`src/rtl/ysyx_23060208_rd_arbiter.sv`:
```
// Two-master, one-slave AXI4 read arbiter: round-robin grant, one outstanding read,
// ID-routed responses, and a watchdog that fabricates an error reply.
module ysyx_23060208_rd_arbiter #(
   parameter int ADDR_WIDTH = 32,
   parameter int DATA_WIDTH = 64,
   parameter int ID_WIDTH   = 4,
   parameter int TIMEOUT    = 255
) (
   input  logic                  clock,
   input  logic                  reset,

   input  logic                  m0_arvalid,
   output logic                  m0_arready,
   input  logic [ADDR_WIDTH-1:0] m0_araddr,
   input  logic [2:0]            m0_arsize,
   output logic                  m0_rvalid,
   input  logic                  m0_rready,
   output logic [DATA_WIDTH-1:0] m0_rdata,
   output logic [1:0]            m0_rresp,

   input  logic                  m1_arvalid,
   output logic                  m1_arready,
   input  logic [ADDR_WIDTH-1:0] m1_araddr,
   input  logic [2:0]            m1_arsize,
   output logic                  m1_rvalid,
   input  logic                  m1_rready,
   output logic [DATA_WIDTH-1:0] m1_rdata,
   output logic [1:0]            m1_rresp,

   output logic                  s_arvalid,
   input  logic                  s_arready,
   output logic [ADDR_WIDTH-1:0] s_araddr,
   output logic [2:0]            s_arsize,
   output logic [ID_WIDTH-1:0]   s_arid,
   output logic [7:0]            s_arlen,
   output logic [1:0]            s_arburst,
   input  logic                  s_rvalid,
   output logic                  s_rready,
   input  logic [DATA_WIDTH-1:0] s_rdata,
   input  logic [1:0]            s_rresp,
   input  logic [ID_WIDTH-1:0]   s_rid,
   input  logic                  s_rlast,

   output logic                  grant,
   output logic [1:0]            err_sticky
);

   localparam logic [1:0] IDLE    = 2'd0;
   localparam logic [1:0] AR_WAIT = 2'd1;
   localparam logic [1:0] R_WAIT  = 2'd2;

   logic [1:0]            state_reg,     state_next;
   logic                  grant_reg,     grant_next;
   logic [ADDR_WIDTH-1:0] addr_reg,      addr_next;
   logic [2:0]            size_reg,      size_next;
   logic [ID_WIDTH-1:0]   arid_reg,      arid_next;
   logic                  s_arvalid_reg, s_arvalid_next;
   logic [7:0]            wd_cnt_reg,    wd_cnt_next;
   logic [1:0]            err_reg,       err_next;

   // Master-side signals gathered into index-addressable arrays
   logic [1:0]            m_arvalid;
   logic [1:0]            m_rready;
   logic [ADDR_WIDTH-1:0] m_araddr [2];
   logic [2:0]            m_arsize [2];
   logic [1:0]            m_arready;
   logic [1:0]            m_rvalid;
   logic [DATA_WIDTH-1:0] m_rdata  [2];
   logic [1:0]            m_rresp  [2];

   assign m_arvalid   = {m1_arvalid, m0_arvalid};
   assign m_rready    = {m1_rready, m0_rready};
   assign m_araddr[0] = m0_araddr;
   assign m_araddr[1] = m1_araddr;
   assign m_arsize[0] = m0_arsize;
   assign m_arsize[1] = m1_arsize;

   logic in_r;
   logic id_match;
   logic beat_hit;
   logic beat_drop;
   logic wd_fire;
   logic sel_rready;
   logic ar_hs;
   logic winner;

   assign in_r       = (state_reg == R_WAIT);
   assign id_match   = (s_rid == arid_reg);
   assign beat_hit   = in_r && s_rvalid && id_match;
   assign beat_drop  = in_r && s_rvalid && !id_match;
   assign wd_fire    = in_r && !beat_hit && (wd_cnt_reg == 8'(TIMEOUT));
   assign sel_rready = m_rready[grant_reg];
   assign ar_hs      = (state_reg == AR_WAIT) && s_arvalid_reg && s_arready;
   // On a tie the master that did not win last time goes next
   assign winner     = (&m_arvalid) ? !grant_reg : m_arvalid[1];

   always_comb begin
      state_next     = state_reg;
      grant_next     = grant_reg;
      addr_next      = addr_reg;
      size_next      = size_reg;
      arid_next      = arid_reg;
      s_arvalid_next = s_arvalid_reg;
      wd_cnt_next    = wd_cnt_reg;
      err_next       = err_reg;
      case (state_reg)
         IDLE: begin
            if (|m_arvalid) begin
               grant_next     = winner;
               addr_next      = m_araddr[winner];
               size_next      = m_arsize[winner];
               arid_next      = ID_WIDTH'(winner);
               s_arvalid_next = 1'b1;
               state_next     = AR_WAIT;
            end
         end
         AR_WAIT: begin
            if (ar_hs) begin
               s_arvalid_next = 1'b0;
               wd_cnt_next    = 8'd0;
               state_next     = R_WAIT;
            end
         end
         R_WAIT: begin
            if (beat_drop) begin
               err_next[0] = 1'b1;
            end
            if (beat_hit) begin
               if (sel_rready && s_rlast) begin
                  state_next = IDLE;
               end
            end else if (wd_fire) begin
               // Synthesised error reply stays up until the master takes it
               err_next[1] = 1'b1;
               if (sel_rready) begin
                  state_next = IDLE;
               end
            end else begin
               wd_cnt_next = wd_cnt_reg + 8'd1;
            end
         end
         default: state_next = IDLE;
      endcase
   end

   always_ff @(posedge clock or negedge reset) begin
      if (!reset) begin
         state_reg     <= IDLE;
         grant_reg     <= 1'b1;
         addr_reg      <= '0;
         size_reg      <= '0;
         arid_reg      <= '0;
         s_arvalid_reg <= 1'b0;
         wd_cnt_reg    <= 8'd0;
         err_reg       <= 2'b00;
      end else begin
         state_reg     <= state_next;
         grant_reg     <= grant_next;
         addr_reg      <= addr_next;
         size_reg      <= size_next;
         arid_reg      <= arid_next;
         s_arvalid_reg <= s_arvalid_next;
         wd_cnt_reg    <= wd_cnt_next;
         err_reg       <= err_next;
      end
   end

   genvar gi;
   generate
      for (gi = 0; gi < 2; gi++) begin : g_master
         logic owns;
         assign owns          = (grant_reg == 1'(gi));
         assign m_arready[gi] = owns && ar_hs;
         assign m_rvalid[gi]  = owns && (beat_hit || wd_fire);
         assign m_rdata[gi]   = (owns && beat_hit) ? s_rdata : '0;
         assign m_rresp[gi]   = !owns   ? 2'b00 :
                                beat_hit ? s_rresp :
                                wd_fire  ? 2'b11 : 2'b00;
      end
   endgenerate

   assign m0_arready = m_arready[0];
   assign m1_arready = m_arready[1];
   assign m0_rvalid  = m_rvalid[0];
   assign m1_rvalid  = m_rvalid[1];
   assign m0_rdata   = m_rdata[0];
   assign m1_rdata   = m_rdata[1];
   assign m0_rresp   = m_rresp[0];
   assign m1_rresp   = m_rresp[1];

   assign s_arvalid  = s_arvalid_reg;
   assign s_araddr   = addr_reg;
   assign s_arsize   = size_reg;
   assign s_arid     = arid_reg;
   assign s_arlen    = 8'h00;
   assign s_arburst  = 2'b01;
   // Mismatched IDs are always drained so a stale beat cannot block the port
   assign s_rready   = in_r && (id_match ? sel_rready : 1'b1);

   assign grant      = grant_reg;
   assign err_sticky = err_reg;

endmodule
```
`config.mk`:
```
export PLATFORM = sky130hd
export DESIGN_NAME = ysyx_23060208_rd_arbiter
export DESIGN_NICKNAME = d
export VERILOG_FILES = /design/src/rtl/ysyx_23060208_rd_arbiter.sv
export SDC_FILE = /design/constraint.sdc
export NUM_CORES = 1
export LEC_CHECK = 0
export CORE_AREA = 10 10 123 125
export CTS_BUF_LIST = sky130_fd_sc_hd__clkbuf_8
export DETAILED_ROUTE_END_ITERATION = 8
export DIE_AREA = 0 0 133 135
export DONT_BUFFER_PORTS = 1
export SLEW_MARGIN = 20
export SYNTH_ARGS = -nofsm -noshare
export SYNTH_HDL_FRONTEND = slang
export SYNTH_SLANG_ARGS = --single-unit
```
`constraint.sdc`:
```
create_clock -name clock -period 1.6 [get_ports clock]
set_clock_uncertainty 0.1 [all_clocks]
set_input_delay 0 -clock clock [delete_from_list [all_inputs] [get_ports clock]]
set_output_delay 0 -clock clock [all_outputs]
set_load 0.02 [all_outputs]
```
==> results.yml <==
clocking:
  cts_tree: "done"
  hold_buffers: 79
  htreeDepth: 2
  cts-root-buf: "clkbuf_8"
  clk_latency_ps: 310
  cts_buffer_depth: 2
  cts_buffers: 5
  clock_sinks: 50
  clk_pin_slew_ps: 100
drt:
  routed.top_layer: "met4"
  routed_wl_mm: 18.85
  drtIter0Drc: 145
  wl_met3_mm: 2.252
  met2_length_mm: 9.785
  wl_met1_mm: 6.262
  dr.pass1.iters: 5
  viasPerCell: 5.067
  vias: 3491
  drc_errors: 0
  wl_per_cell_um: 27.36
  drtAntennaViolNets: 0
worst_hold_path:
  min_from: "s_rid[3]"
  holdCritPathClass: "in2reg"
  holdPathStages: 3
  hold_end: "err_sticky[0]$_DFFE_PN0P_"
global_routing:
  grt_pass1_wl_mm: 24.68
  grt_pass1_vias: 3731
  overflow: 0
  grt_max_degree: 65
  grt_usage: 0.1793
  grt_antenna_before_repair: 0
sta:
  setup_viol: 173
  period_needed_ps: 2049
  finalCritPeriodShare: 1.281
  worst_pin_slew_ps: 686.7
  max-slew-margin-rel: 0.5357
  setup_ws_ps: -449.3
  drv_slew: 0
  rsz0062_at_grt: "yes"
  hold_viol: 1
  fmax_mhz: 488.0
  hold_slack_ps: -87.25
worst_setup_path:
  crit_path_cell_trace: "xnor2_2 > nor4b_4 > nor3b_4 > buf_6 > buf_6 > and2_4"
  cp-startpoint: "s_arid[0]$_DFFE_PN0P_"
  crit_arrival_ps: 1950
  crit_path_top_delay_cell: "dfrtp_2"
  reg2reg_depth: 5
  r2r_setup_slack_ps: -150
  setup.worst_path.end_class: "output pin"
  slowest_delay_ps: 430
  cp_common_cell: "buf_6"
  start_kind: "register"
  cp_max_fo: 8
  worst_ep_required_time_ps: 1500
  path_class: "reg2out"
  reg2reg_to: "s_araddr[19]$_DFFE_PN0P_"
  crit-reg2reg-launch: "grant$_DFFE_PN1P_"
finish:
  syn_to_final_growth_pct: 63.31
  drive_gt1_frac: 0.4429
  n_antenna_cell: 0
  nets: 666
  fillCellCount: 1105
  layout_common_cells: "and2_4 (128), dlygate4sd3_1 (78), nand2_1 (49)"
  final_cell_area_mm2: 0.005658
  final_common_cell: "and2_4"
  largest_register_ffs: 32
yosys:
  synth_ff_type: "dfrtp_1"
  synth_area_mm2: 0.003465
  seq_area_frac_synth: 0.3615
  syn_area_per_cell_um2: 8.576
  yosys_warnings: 0
  synth_edf_count: 0
  ys_ff_latch: 50
  yosysUniqueCellTypes: 38
  syn-instance-count: 404
  async_flop_share: 1.000
placed_design:
  finalWeightedCongestion: 0.8903
  io_buffer_count: 0
  dp_worst_setup_slack_ps: -166.1
  placed_cell_area_mm2: 0.004105
  dp_hpwl_mm: 13.23
power:
  powerDensity_mw_per_mm2: 1112
  totalPowerFinal_mw: 6.294
  power.leakage_nw: 2.501
  peakVddDrop_mv: 0.7763
floorplanning:
  design.die.area_mm2: 0.01796
  start_util: 0.2757
  coreArea_mm2: 0.01257
  ios: 339
  die_width_um: 133
  row_count: 41
  die_h_um: 135
run_status:
  status: "complete, but fails checks"
  failed_checks: "negative hold slack, negative setup slack"
job:
  maxCapViolations: 0
[cell type report]
cell class                      instances  area (um2)  area share
Multi-Input combinational cell        320        2510      0.4436
Clock buffer                            5       68.82     0.01216
Sequential cell                        50        1254      0.2216
Clock inverter                          3       28.78    0.005086
Tap cell                              172       215.2     0.03804
Inverter                                3       11.26    0.001990
Timing Repair Buffer                  136        1570      0.2775
[worst max-delay path by stage]
stage	end	slack, ps	cells past startpoint
floorplan	m0_rdata[10]	-200	5
global route	m0_rdata[17]	-580	6
detailed placement	m0_rdata[50]	-170	5
global placement	m0_rdata[50]	-110	5
finish	m0_rdata[35]	-450	6
CTS	m1_rdata[4]	-490	6
[per-layer routing]
layer,GRT usage,up-vias
met3,0.09162,23
met4,0.07824,0
met2,0.3160,262
met5,0,-
met1,0.1724,1689
li1,-,1517
[stage by stage]
stage	cells	setup TNS [ps]	hold WS (ps)	utilization
after CTS	674	-62120	-93.29	0.4161
final	689	-54600	-87.25	0.4502
after detailed placement	579	-15180	-393.4	0.3266
after global placement	579	-7173	-393.1	0.3266
after floorplan	415	-26050	-395.6	-
after global routing	689	-74980	-85.95	0.4502
[critical path, delay by kind of cell, from the launching register on]
kind | cells | cell delay, ps
simple gates | 3 | 720
flops | 1 | 430
buf+inv | 2 | 330
xor+xnor | 1 | 150
[cells by family after synthesis]
kind of cell,Yosys count,synth area share
DFF,50,0.3615
adders and majority gates,1,0.003611
and+or+nand+nor,211,0.3489
other,2,0.002168
buffers and inverters,45,0.07006
AOI/OAI and AO/OA,48,0.07765
xor gates and xnor gates,1,0.002528
muxes,46,0.1336
[what timing repair did]
item / in CTS / in global routing
endpoints found under the hold margin: 94 / 1
pin swaps: 9 / 57
gates resized for setup: 27 / 123
gates cloned: 2 / 12
setup buffers: 7 / 6
endpoints found under the setup margin: 143 / 173
[report_power, final]
part | internal, mW | total [mW] | switching (mW)
logic | 1.27 | 2.65 | 1.38
registers | 1.81 | 2.84 | 1.03
clock network | 0.325 | 0.803 | 0.477
total | 3.40 | 6.29 | 2.89
[Yosys cell counts (2+ instances only)]
| library cell | count | area, um2 |
|---|---|---|
| a21oi_1 | 2 | 10.01 |
| nand2b_1 | 2 | 12.51 |
| and4_1 | 3 | 26.28 |
| inv_1 | 3 | 11.26 |
| nand4_1 | 2 | 12.51 |
| dfrtp_1 | 49 | 1226 |
| and2_1 | 128 | 800.8 |
| conb_1 | 2 | 7.510 |
| nor2_1 | 8 | 30.03 |
| o21bai_1 | 3 | 22.52 |
| o21ai_0 | 36 | 180.2 |
| mux2_2 | 2 | 22.52 |
| nand2_1 | 50 | 187.7 |
| buf_4 | 13 | 97.59 |
| nand3_1 | 4 | 20.02 |
| nor3_1 | 6 | 30.03 |
| mux2i_1 | 44 | 440.4 |
| clkbuf_1 | 9 | 33.78 |
| buf_2 | 8 | 40.04 |
| clkbuf_2 | 12 | 60.06 |
(Power assumes the default switching activity.)
